<file path="src/rtl/muldiv_pkg.sv">
// Shared types and op-decode helpers for the iterative RV32M/RV64M multiply/divide unit.
// Latency: n/a (types and pure functions only).
// Backpressure: n/a.
package muldiv_pkg;

    typedef enum logic [2:0] {
        OP_MUL    = 3'd0,
        OP_MULH   = 3'd1,
        OP_MULHSU = 3'd2,
        OP_MULHU  = 3'd3,
        OP_DIV    = 3'd4,
        OP_DIVU   = 3'd5,
        OP_REM    = 3'd6,
        OP_REMU   = 3'd7
    } muldiv_op_e;

    typedef enum logic [1:0] {
        ST_IDLE = 2'd0,
        ST_CALC = 2'd1,
        ST_DONE = 2'd2
    } muldiv_state_e;

    function automatic logic op_is_div(input muldiv_op_e op);
        return op inside {OP_DIV, OP_DIVU, OP_REM, OP_REMU};
    endfunction

    function automatic logic op_is_rem(input muldiv_op_e op);
        return op inside {OP_REM, OP_REMU};
    endfunction

    function automatic logic op_signed_a(input muldiv_op_e op);
        return op inside {OP_MULH, OP_MULHSU, OP_DIV, OP_REM};
    endfunction

    function automatic logic op_signed_b(input muldiv_op_e op);
        return op inside {OP_MULH, OP_DIV, OP_REM};
    endfunction

    function automatic logic op_high(input muldiv_op_e op);
        return op inside {OP_MULH, OP_MULHSU, OP_MULHU};
    endfunction

endpackage

</file>
<file path="src/rtl/muldiv_divstep.sv">
// One restoring-division step: shifts the next dividend bit into the partial remainder.
// Latency: combinational.
// Backpressure: none.
module muldiv_divstep #(
    parameter int XLEN = 32
) (
    input  logic [XLEN-1:0] rem,
    input  logic [XLEN-1:0] quot,
    input  logic [XLEN-1:0] divisor,
    output logic [XLEN-1:0] rem_nxt,
    output logic [XLEN-1:0] quot_nxt
);

    logic [XLEN:0] shifted;
    logic [XLEN:0] diff;

    // quot holds the not-yet-consumed dividend bits above the quotient bits built so far;
    // since rem < divisor, a set top bit of diff means the trial subtraction underflowed.
    always_comb begin
        shifted = {rem, quot[XLEN-1]};
        diff    = shifted - {1'b0, divisor};
        if (!diff[XLEN]) begin
            rem_nxt  = diff[XLEN-1:0];
            quot_nxt = {quot[XLEN-2:0], 1'b1};
        end else begin
            rem_nxt  = shifted[XLEN-1:0];
            quot_nxt = {quot[XLEN-2:0], 1'b0};
        end
    end

endmodule

</file>
<file path="src/rtl/muldiv_iter_unit.sv">
// Iterative M-extension unit: shift-add multiply (MUL_UNROLL bits/cycle), restoring divide.
// Latency: XLEN/MUL_UNROLL cycles for MUL*, XLEN for DIV*/REM*, 1 for div-by-zero/overflow.
// Backpressure: one op in flight; result held in DONE until resp_ready_i, req_ready_o only in IDLE.
module muldiv_iter_unit
    import muldiv_pkg::*;
#(
    parameter int XLEN       = 32,
    parameter int MUL_UNROLL = 1,
    parameter int TAG_W      = 5
) (
    input  logic             clk_i,
    input  logic             rst_i,
    input  logic             flush_i,
    input  logic             req_valid_i,
    output logic             req_ready_o,
    input  logic [2:0]       req_op_i,
    input  logic [XLEN-1:0]  req_a_i,
    input  logic [XLEN-1:0]  req_b_i,
    input  logic [TAG_W-1:0] req_tag_i,
    output logic             resp_valid_o,
    input  logic             resp_ready_i,
    output logic [XLEN-1:0]  resp_result_o,
    output logic [TAG_W-1:0] resp_tag_o,
    output logic             busy_o
);

    if (!(XLEN == 32 || XLEN == 64)) begin : g_bad_xlen
        $error("muldiv_iter_unit: XLEN must be 32 or 64");
    end
    if (!(MUL_UNROLL == 1 || MUL_UNROLL == 2 || MUL_UNROLL == 4 || MUL_UNROLL == 8)
        || (XLEN % MUL_UNROLL) != 0) begin : g_bad_unroll
        $error("muldiv_iter_unit: MUL_UNROLL must be 1, 2, 4 or 8 and divide XLEN");
    end
    if (TAG_W < 1) begin : g_bad_tag
        $error("muldiv_iter_unit: TAG_W must be at least 1");
    end

    localparam int                CW       = $clog2(XLEN);
    localparam logic [CW-1:0]     MUL_K1   = CW'(XLEN / MUL_UNROLL - 1);
    localparam logic [CW-1:0]     DIV_K1   = CW'(XLEN - 1);
    localparam logic [XLEN-1:0]   MOST_NEG = {1'b1, {(XLEN-1){1'b0}}};

    muldiv_state_e     state;
    muldiv_op_e        op_q;
    logic [CW-1:0]     cnt;
    logic [2*XLEN-1:0] acc;      // product accumulator, or {rem, quot} while dividing
    logic [2*XLEN-1:0] mcand;
    logic [XLEN-1:0]   mplier;   // multiplier bits still to retire, or the divisor
    logic              neg_q;
    logic              rem_neg_q;
    logic [XLEN-1:0]   result_q;
    logic [TAG_W-1:0]  tag_q;

    // Accept-side decode of the raw request.
    muldiv_op_e        op_in;
    logic              a_neg, b_neg;
    logic [XLEN-1:0]   a_mag, b_mag;
    logic              b_zero, ovf, fast;
    logic [XLEN-1:0]   fast_res;

    always_comb begin
        op_in    = muldiv_op_e'(req_op_i);
        a_neg    = op_signed_a(op_in) && req_a_i[XLEN-1];
        b_neg    = op_signed_b(op_in) && req_b_i[XLEN-1];
        a_mag    = a_neg ? -req_a_i : req_a_i;
        b_mag    = b_neg ? -req_b_i : req_b_i;
        b_zero   = (req_b_i == '0);
        ovf      = (op_in inside {OP_DIV, OP_REM}) && (req_a_i == MOST_NEG) && (req_b_i == '1);
        fast     = op_is_div(op_in) && (b_zero || ovf);
        fast_res = '0;
        if (b_zero) begin
            fast_res = op_is_rem(op_in) ? req_a_i : '1;
        end else if (ovf) begin
            fast_res = op_is_rem(op_in) ? '0 : req_a_i;
        end
    end

    logic [XLEN-1:0] rem_nxt, quot_nxt;

    muldiv_divstep #(.XLEN(XLEN)) u_divstep (
        .rem      (acc[2*XLEN-1:XLEN]),
        .quot     (acc[XLEN-1:0]),
        .divisor  (mplier),
        .rem_nxt  (rem_nxt),
        .quot_nxt (quot_nxt)
    );

    logic [2*XLEN-1:0] mul_acc_nxt;
    logic [2*XLEN-1:0] prod_fin;
    logic [XLEN-1:0]   quot_fin, rem_fin, calc_res;

    // Sign fix-up is folded onto the last step so the result registers on the CALC->DONE edge.
    always_comb begin
        mul_acc_nxt = acc;
        for (int i = 0; i < MUL_UNROLL; i++) begin
            if (mplier[i]) begin
                mul_acc_nxt = mul_acc_nxt + (mcand << i);
            end
        end
        prod_fin = neg_q ? -mul_acc_nxt : mul_acc_nxt;
        quot_fin = neg_q ? -quot_nxt : quot_nxt;
        rem_fin  = rem_neg_q ? -rem_nxt : rem_nxt;
        if (op_is_div(op_q)) begin
            calc_res = op_is_rem(op_q) ? rem_fin : quot_fin;
        end else begin
            calc_res = op_high(op_q) ? prod_fin[2*XLEN-1:XLEN] : prod_fin[XLEN-1:0];
        end
    end

    always_ff @(posedge clk_i) begin
        if (rst_i) begin
            state     <= ST_IDLE;
            op_q      <= OP_MUL;
            cnt       <= '0;
            acc       <= '0;
            mcand     <= '0;
            mplier    <= '0;
            neg_q     <= 1'b0;
            rem_neg_q <= 1'b0;
            result_q  <= '0;
            tag_q     <= '0;
        end else if (flush_i) begin
            state <= ST_IDLE;
        end else begin
            unique case (state)
                ST_IDLE: begin
                    if (req_valid_i) begin
                        op_q  <= op_in;
                        tag_q <= req_tag_i;
                        if (fast) begin
                            result_q <= fast_res;
                            state    <= ST_DONE;
                        end else begin
                            neg_q     <= a_neg ^ b_neg;
                            rem_neg_q <= a_neg;
                            mplier    <= b_mag;
                            if (op_is_div(op_in)) begin
                                acc   <= {{XLEN{1'b0}}, a_mag};
                                mcand <= '0;
                                cnt   <= DIV_K1;
                            end else begin
                                acc   <= '0;
                                mcand <= {{XLEN{1'b0}}, a_mag};
                                cnt   <= MUL_K1;
                            end
                            state <= ST_CALC;
                        end
                    end
                end
                ST_CALC: begin
                    cnt <= cnt - CW'(1);
                    if (op_is_div(op_q)) begin
                        acc <= {rem_nxt, quot_nxt};
                    end else begin
                        acc    <= mul_acc_nxt;
                        mcand  <= mcand << MUL_UNROLL;
                        mplier <= mplier >> MUL_UNROLL;
                    end
                    if (cnt == '0) begin
                        result_q <= calc_res;
                        state    <= ST_DONE;
                    end
                end
                ST_DONE: begin
                    if (resp_ready_i) begin
                        state <= ST_IDLE;
                    end
                end
                default: state <= ST_IDLE;
            endcase
        end
    end

    assign req_ready_o   = (state == ST_IDLE);
    assign resp_valid_o  = (state == ST_DONE);
    assign busy_o        = (state != ST_IDLE);
    assign resp_result_o = result_q;
    assign resp_tag_o    = tag_q;

endmodule

</file>
<file path="config.mk">
export PLATFORM = sky130hd
export DESIGN_NAME = muldiv_iter_unit
export DESIGN_NICKNAME = d
export VERILOG_FILES = /design/src/rtl/muldiv_pkg.sv /design/src/rtl/muldiv_divstep.sv /design/src/rtl/muldiv_iter_unit.sv
export SDC_FILE = /design/constraint.sdc
export NUM_CORES = 1
export LEC_CHECK = 0
export CAP_MARGIN = 0
export CELL_PAD_IN_SITES_DETAIL_PLACEMENT = 1
export CELL_PAD_IN_SITES_GLOBAL_PLACEMENT = 1
export CORE_MARGIN = 1.5
export CORE_UTILIZATION = 46
export DETAILED_ROUTE_END_ITERATION = 10
export GPL_ROUTABILITY_DRIVEN = 0
export PLACE_DENSITY_LB_ADDON = 0.1
export RECOVER_POWER = 50
export SLEW_MARGIN = 20
export SYNTH_ARGS = -nofsm -noshare
export SYNTH_HDL_FRONTEND = slang
export SYNTH_HIERARCHICAL = 1
export SYNTH_SLANG_ARGS = --single-unit
export TNS_END_PERCENT = 10
</file>
<file path="constraint.sdc">
create_clock -name clk_i -period 7.3 [get_ports clk_i]
set_clock_uncertainty 0.1 [all_clocks]
set_input_delay 1.095 -clock clk_i [delete_from_list [all_inputs] [get_ports clk_i]]
set_output_delay 1.095 -clock clk_i [all_outputs]
set_load 0.005 [all_outputs]
</file>
==> results of run 1 <==
-- Yosys cell counts, types with 34 or more instances --
master / number
o221ai_1: 40
or3_1: 39
a21oi_1: 273
clkbuf_1: 155
a21o_1: 45
nand2_1: 369
ha_1: 103
dfxtp_1: 209
buf_4: 38
o31ai_1: 45
nand3_1: 80
a211oi_1: 74
xnor2_1: 97
nor4_1: 34
nor3_1: 116
xor2_1: 85
o21ai_0: 218
inv_1: 76
a22oi_1: 40
mux2i_1: 46
o211ai_1: 74
nand4_1: 81
nor2_1: 375
-- per-layer routing --
metal | up-vias | track usage [%]
li1 | 12300 | -
met1 | 13700 | 49.2
met2 | 1444 | 66.9
met3 | 468 | 9.25
met4 | 4 | 29.9
met5 | - | 0
-- metrics by stage --
stage / hold slack [ns] / setup slack [ns]
finish: 0.358 / 0.350
global route: 0.390 / 0.0392
CTS: 0.365 / 0.410
detailed placement: 0.359 / 0.416
global placement: 0.342 / 0.650
floorplan: 0.349 / 1.21
-- critical path: stages, from the launching register on --
cell and delay (ns):
dfxtp_1 0.45, inv_1 0.08, ha_1 0.23, fa_1 0.42, and2b_1 0.26, o2111ai_2 0.14, a21oi_2 0.26, o2111ai_1 0.20
a211oi_2 0.32, nor2_4 0.10, mux2i_4 0.35, and2_4 0.31, inv_8 0.13, mux2_4 0.35, or4_1 0.59, or3_1 0.39
or2_2 0.33, or3_1 0.40, o31ai_1 0.28, xor2_1 0.20, nand2_1 0.07, o211ai_1 0.13, o311ai_0 0.16, a2111o_1 0.34
a31o_1 0.22
-- report_power, final --
part           total, W  switching [W]  leakage [nW]  internal, W
Clock           0.00158       0.000605         0.498     0.000971
Combinational   0.00147       0.000988          7.25     0.000487
Sequential      0.00128      0.0000821          1.71      0.00119
-- logic make-up after synthesis --
kind of cell,share of synthesized area [%]
compound gates,32.4
xor+xnor,6.83
fa+ha+maj,5.69
buf+inv,6.71
flops,17.9
mux,4.06
simple gates,26.4
-- cell type report --
type / count / area [sq um]
inverters: 80 / 308
clock buffers: 40 / 838
clock inverters: 12 / 193
repair buffers: 179 / 1650
well taps: 672 / 841
fillers: 6509 / 24400
flip-flops and latches: 209 / 4190
diodes: 1 / 2.50
multi-input cells: 2772 / 17600
-- sequential cells by signal (all words and copies together), names as in the netlist --
signal,cells
mcand,64
resp_result_o,32
rem_neg_q,1
mplier,32
resp_tag_o,5
neg_q,1
cnt,5
op_q,3
acc,64
state,2
-- repair_timing --
| action | CTS | global route |
|---|---|---|
| resized for setup | 0 | 1 |
| buffers inserted | 0 | 0 |
| setup endpoints to repair | 0 | 2 |
-- final timing paths --
| path | start | to | depth (start not counted) |
|---|---|---|---|
| hold / removal | resp_tag_o[3]$_SDFFE_PP0P_ | resp_tag_o[3]$_SDFFE_PP0P_ | 2 |
| setup reg to reg | acc[31]$_SDFFE_PP0P_ | resp_result_o[28]$_SDFFE_PP0P_ | 24 |
| hold reg to reg | resp_tag_o[3]$_SDFFE_PP0P_ | resp_tag_o[3]$_SDFFE_PP0P_ | 2 |
| setup / recovery | acc[31]$_SDFFE_PP0P_ | resp_result_o[28]$_SDFFE_PP0P_ | 24 |
==> reports/results.md, run 1 <==
| Result | Value | Unit |
| --- | --- | --- |
| Outcome | finished with violations | - |
| Violated checks | capacitance limit, slew limit | - |
| Max Fanout on Critical Path | 28 | - |
| DRC marker count from the first detailed-route iteration | 2962 | - |
| Most common cell after layout, fill and taps aside | nor2_1 | - |
| Number of nets produced by synthesis | 3502 | - |
| Port buffer count | 116 | - |
| Number of synthesized register bits | 209 | - |
| Power density cells | 169 | mW/mm^2 |
| Arrival time at the worst endpoint | 7.33 | ns |
| Hold_buf cts | 0 | - |
| Fraction of registers with async set/reset | 0 | % |
| Detailed Place HPWL | 85400 | um |
| Register clock-pin slew on the reported worst setup and hold paths | 0.06 | ns |
| Area growth, synth to finish | 9.92 | % |
| Routed wl met2 | 50600 | um |
| Area share of the largest cell type after synthesis | 17.9 | % |
| Post-route design area | 0.0256 | sq mm |
| Wire length on met1 | 42800 | um |
| Insertion delay of the later-clocked pin in the worst-skew pair | 0.58 | ns |
| Worst min-delay path category | reg2reg | - |
| Synthesized instance count | 3320 | - |
| Final design utilization | 51.2 | % |
| Cells after DPL | 3911 | - |
| Cells taking the most area after synthesis | dfxtp_1, nor2_1, nand2_1, a21oi_1, ha_1 | - |
| Reported leakage power | 9.46 | nW |
| Total routed wirelength | 113000 | um |
| Synthesized area per cell | 7.03 | sq um |
| Normalized max-slew margin | -36.2 | % |
| Via-to-Cell Ratio | 7.03 | - |
| Row Count | 82 | - |
| Nets | 3452 | - |
| Die extent in x | 228 | um |
| DRC violation count after routing | 0 | - |
| Max Transition Viols Final | 133 | - |
| Post-route clock period utilization | 95.2 | % |
| Global-route wire length before repair | 169000 | um |
| Type of element launching the critical path | flop | - |
| Final total power | 0.00433 | W |
| Worst slew pin tran | 2.04 | ns |
| Final global-route overflow total | 0 | - |
| Worst-case vdd ir drop | 0.165 | mV |
| Post-synth cell types | 124 | - |
| Root buf cell | clkbuf_16 | - |
| Detailed-routed wire length on met3 | 9880 | um |
| Maximum clock frequency | 144 | MHz |
| Top flip-flop cell by instance count after synthesis | dfxtp_1 | - |
| CTS buffer count | 28 | - |
| Req. time, crit path | 7.68 | ns |
| Combined area of all synthesized cells | 0.0233 | sq mm |
| Highest signal layer in the routed design | met5 | - |
| RSZ-0062 raised after global routing | no | - |
| Sequential area share after synthesis | 17.9 | % |
| Element type at the critical path end | flop | - |
| CTS tree | built | - |
| Routed length per instance | 28.4 | um |
| CTS sink count | 209 | - |
| Antenna-violating nets left | 0 | - |
| Initial antenna violation count | 2 | - |
| Ys Warns | 6 | - |
| Leading cell types in the layout, fill and taps excluded | nor2_1, nand2_1, a21oi_1, o21ai_0, dfxtp_1 | - |
| Die Footprint | 0.0521 | sq mm |
| First-pass detailed-route iteration total | 6 | - |
| Placed cell areas | 0.0246 | sq mm |
| Most area-hungry cell type in the Yosys netlist | dfxtp_1 | - |
| GRT Util Overall | 41.7 | % |
| Starting utilization of the core area | 46.6 | % |
| Fraction of final layout cells with drive strength greater than 1 | 7.50 | % |
| Maximum number of pins on one net before global-route repair | 91 | - |
| Setup-failing EPs final | 0 | - |
| Final-report hold violation count | 0 | - |
| Floorplan Core Area | 0.0501 | sq mm |
| EDFF count, synth | 0 | - |
| Final min period | 6.95 | ns |
| Total Neg Setup Slack | 0 | ns |
| Maximum buffer depth of the clock tree | 3 | - |
| Die height | 228 | um |
| H-tree depth | 1 | - |
| Setup slack, reg-to-reg | 0.35 | ns |
| Routed vias | 27900 | - |
| Kind of critical path | reg2reg | - |
| Filler-free cell count of the finished design | 3965 | - |
| Number of global-route vias before repair | 27700 | - |
| Max-Cap Viols | 2 | - |
| Number of top-level pins | 117 | - |
Power figures use the tool's default switching activity.
==> run 2, diff against run 1 <==
Settings changed: CAP_MARGIN 0 to 20, PLACE_DENSITY set to 0.82, PLACE_DENSITY_LB_ADDON 0.1 to unset.
==> run 2 against run 1 <==
Effect of this change:
- the flow still finishes with violations (capacitance limit, slew limit)
- non-clock buffer count down 15
- via count up 1.8%
- critical endpoint is now mplier[29]$_SDFFE_PP0P_
- highest routed layer unchanged
- cell area down 0.98%
- setup slack better by 0.0046 ns
- die area unchanged
- flip-flop and latch count unchanged
- critical path depth down 9
- largest cell class unchanged
==> reports/results.md, run 2 (synthesis gave the netlist of run 1 again) <==
| Result | Value | Unit | vs previous |
| --- | --- | --- | --- |
| Most common cell after layout, fill and taps aside | nor2_1 | - |  |
| Starting utilization of the core area | 46.6 | % | unchanged |
| Detailed Place HPWL | 83700 | um | -2.0% |
| Normalized max-slew margin | -34.6 | % | +1.6 points |
| Area occupied by multi-input gates | 0.0176 | sq mm | +0.11% |
| Max Fanout on Critical Path | 38 | - | +36% |
| Nets | 3434 | - | -0.52% |
| Req. time, crit path | 7.60 | ns | -0.08 ns |
| Register clock-pin slew on the reported worst setup and hold paths | 0.06 | ns | about the same |
| Insertion delay of the later-clocked pin in the worst-skew pair | 0.58 | ns | about the same |
| Kind of critical path | in2reg | - |  |
| Sequential fraction of design power | 30.6 | % | +1.1 points |
| Total Neg Setup Slack | 0 | ns | unchanged |
| Worst slew pin tran | 2.02 | ns | -0.0234 ns |
| Violated checks | capacitance limit, slew limit | - |  |
| Reported net switching power | 0.00166 | W | -0.90% |
| First-pass detailed-route iteration total | 6 | - | unchanged |
| Internal power | 0.00252 | W | -5.0% |
| Antenna-violating nets left | 0 | - | unchanged |
| Number of top-level pins | 117 | - | unchanged |
| Port buffer count | 116 | - | unchanged |
| Final total power | 0.00418 | W | -3.4% |
| Fraction of final layout cells with drive strength greater than 1 | 6.98 | % | -0.53 points |
| Share of power burned in combinational logic | 35.5 | % | +1.4 points |
| DRC marker count from the first detailed-route iteration | 3314 | - | +12% |
| Element type at the critical path end | flop | - |  |
| Via-to-Cell Ratio | 7.20 | - | +2.4% |
| Die height | 228 | um | unchanged |
| Number of global-route vias before repair | 28000 | - | +0.97% |
| GRT Util Overall | 41.8 | % | +0.16 points |
| Routed vias | 28400 | - | +1.8% |
| Arrival time at the worst endpoint | 7.25 | ns | -0.08 ns |
| Outcome | finished with violations | - |  |
| Floorplan Core Area | 0.0501 | sq mm | unchanged |
| Final min period | 6.95 | ns | -0.00464 ns |
| Setup bufs post-CTS | 0 | - | unchanged |
| Hold_buf cts | 0 | - | unchanged |
| CTS buffer count | 25 | - | -11% |
| Maximum clock frequency | 144 | MHz | about the same |
| Post-cts resize count | 0 | - | unchanged |
| Maximum number of pins on one net before global-route repair | 122 | - | +34% |
| Power density cells | 165 | mW/mm^2 | -2.4% |
| Post-route clock period utilization | 95.1 | % | about the same |
| H-tree depth | 1 | - | unchanged |
| Slowest cell on crit path | nor3_1 | - |  |
| Biggest regs | acc (64), mcand (64) | - |  |
| Worst min-delay path category | reg2reg | - |  |
| RSZ-0062 raised after global routing | no | - |  |
| Routed length per instance | 28.7 | um | +1.0% |
| Final-report hold violation count | 0 | - | unchanged |
| Max-Cap Viols | 2 | - | unchanged |
| Die extent in x | 228 | um | unchanged |
| Area growth, synth to finish | 8.85 | % |  |
| Share of total power consumed by net switching | 39.7 | % | +1.0 points |
| Delay of the slowest cell on the worst path | 0.92 | ns | +0.33 ns |
| Total routed wirelength | 113000 | um | +0.44% |
| Reported leakage power | 9.31 | nW | -1.5% |
| Maximum buffer depth of the clock tree | 3 | - | unchanged |
| Final global-route overflow total | 0 | - | unchanged |
| Register Area | 0.00419 | sq mm | unchanged |
| Worst-case vdd ir drop | 0.156 | mV | -5.4% |
| Layout fillers | 6474 | - | -0.54% |
| CTS sink count | 209 | - | unchanged |
| Leading cell types in the layout, fill and taps excluded | nor2_1, nand2_1, a21oi_1, o21ai_0, dfxtp_1 | - |  |
| Row Count | 82 | - | unchanged |
| Type of element launching the critical path | primary input | - |  |
| Max Transition Viols Final | 117 | - | -12% |
| Global-route wire length before repair | 171000 | um | +0.75% |
| DRC violation count after routing | 0 | - | unchanged |
| Die Footprint | 0.0521 | sq mm | unchanged |
| CTS tree | built | - |  |
| Initial antenna violation count | 5 | - | +3 |
| Cells along the critical path | dlygate4sd3_1 -> inv_1 -> ha_1 -> or4b_2 -> nor3_1 -> nand4_1 -> nor3_1 -> or2_2 -> nand2_1 -> a21oi_1 -> or3_1 -> nor2_2 -> buf_4 -> o211ai_1 -> a21oi_1 | - |  |
| Setup-failing EPs final | 0 | - | unchanged |
| Share of power burned in the clock network | 33.9 | % | -2.5 points |
| Root buf cell | clkbuf_16 | - |  |
==> run 2: cell types whose count changed in the layout (fill, tap and decap cells not counted), moves of 2 or more <==
cell / delta
buf_4: -15
clkbuf_16: -5
clkinvlp_4: -3
nor2_1: -2
nor2_2: +2
==> run 2: layout make-up <==
class / count / share of cell area [%]
Multi-Input combinational cell: 2772 / 69.5
Timing Repair Buffer: 164 / 6.06
Clock inverter: 9 / 0.670
Antenna cell: 2 / 0.0197
Clock buffer: 34 / 2.75
Sequential cell: 209 / 16.5
Inverter: 80 / 1.21
Tap cell: 672 / 3.31
==> run 2: stage by stage <==
step           setup slack, ns  util [%]  cell area (sq um)  hold slack (ns)  std cells
6_report                 0.354      50.7              25400            0.374       3942
3_3_place_gp             0.672      49.0              24500            0.346       3897
3_5_place_dp             0.478      49.0              24500            0.367       3897
5_1_grt                 0.0494      50.7              25400            0.392       3941
2_1_floorplan             1.21         -              23300            0.349       3320
4_1_cts                  0.468      50.7              25400            0.374       3940
==> run 2: critical path, delay by kind of cell <==
| kind | cells | cell delay [ns] |
|---|---|---|
| adder cells (fa/ha/maj) | 1 | 0.21 |
| buffers and inverters | 3 | 1.17 |
| AO/OA/AOI/OAI | 3 | 0.54 |
| AND/OR/NAND/NOR | 8 | 4.17 |
==> run 2: routing by layer <==
layer  vias up  part of all wire [%]  global-route usage (%)
met1     13900                    38                    50.3
met3       543                    10                    9.99
met4         4                   8.7                    31.5
met5         -                 0.022                  0.0919
met2      1725                    43                    64.7
li1      12200                     -                       -
==> run 2: final timing paths <==
| path | start | cells past startpoint | end | slack, ns |
|---|---|---|---|---|
| worst max-delay path | req_b_i[0] | 15 | mplier[29]$_SDFFE_PP0P_ | 0.35 |
| worst max register to register | acc[31]$_SDFFE_PP0P_ | 24 | resp_result_o[28]$_SDFFE_PP0P_ | 0.43 |
| worst min-delay path | mplier[4]$_SDFFE_PP0P_ | 2 | mplier[4]$_SDFFE_PP0P_ | 0.37 |
| worst min register to register | mplier[4]$_SDFFE_PP0P_ | 2 | mplier[4]$_SDFFE_PP0P_ | 0.37 |
==> run 2: power groups by stage <==
| stage | Combinational [W] | Clock (W) | Sequential, W |
|---|---|---|---|
| 3_3_place_gp | 0.00134 | 0 | 0.00129 |
| 6_report | 0.00148 | 0.00142 | 0.00128 |
| 5_1_grt | 0.00157 | 0.00145 | 0.00128 |
| 2_1_floorplan | 0.000988 | 0 | 0.00125 |
| 3_5_place_dp | 0.00140 | 0 | 0.00130 |
| 4_1_cts | 0.00141 | 0.00141 | 0.00127 |
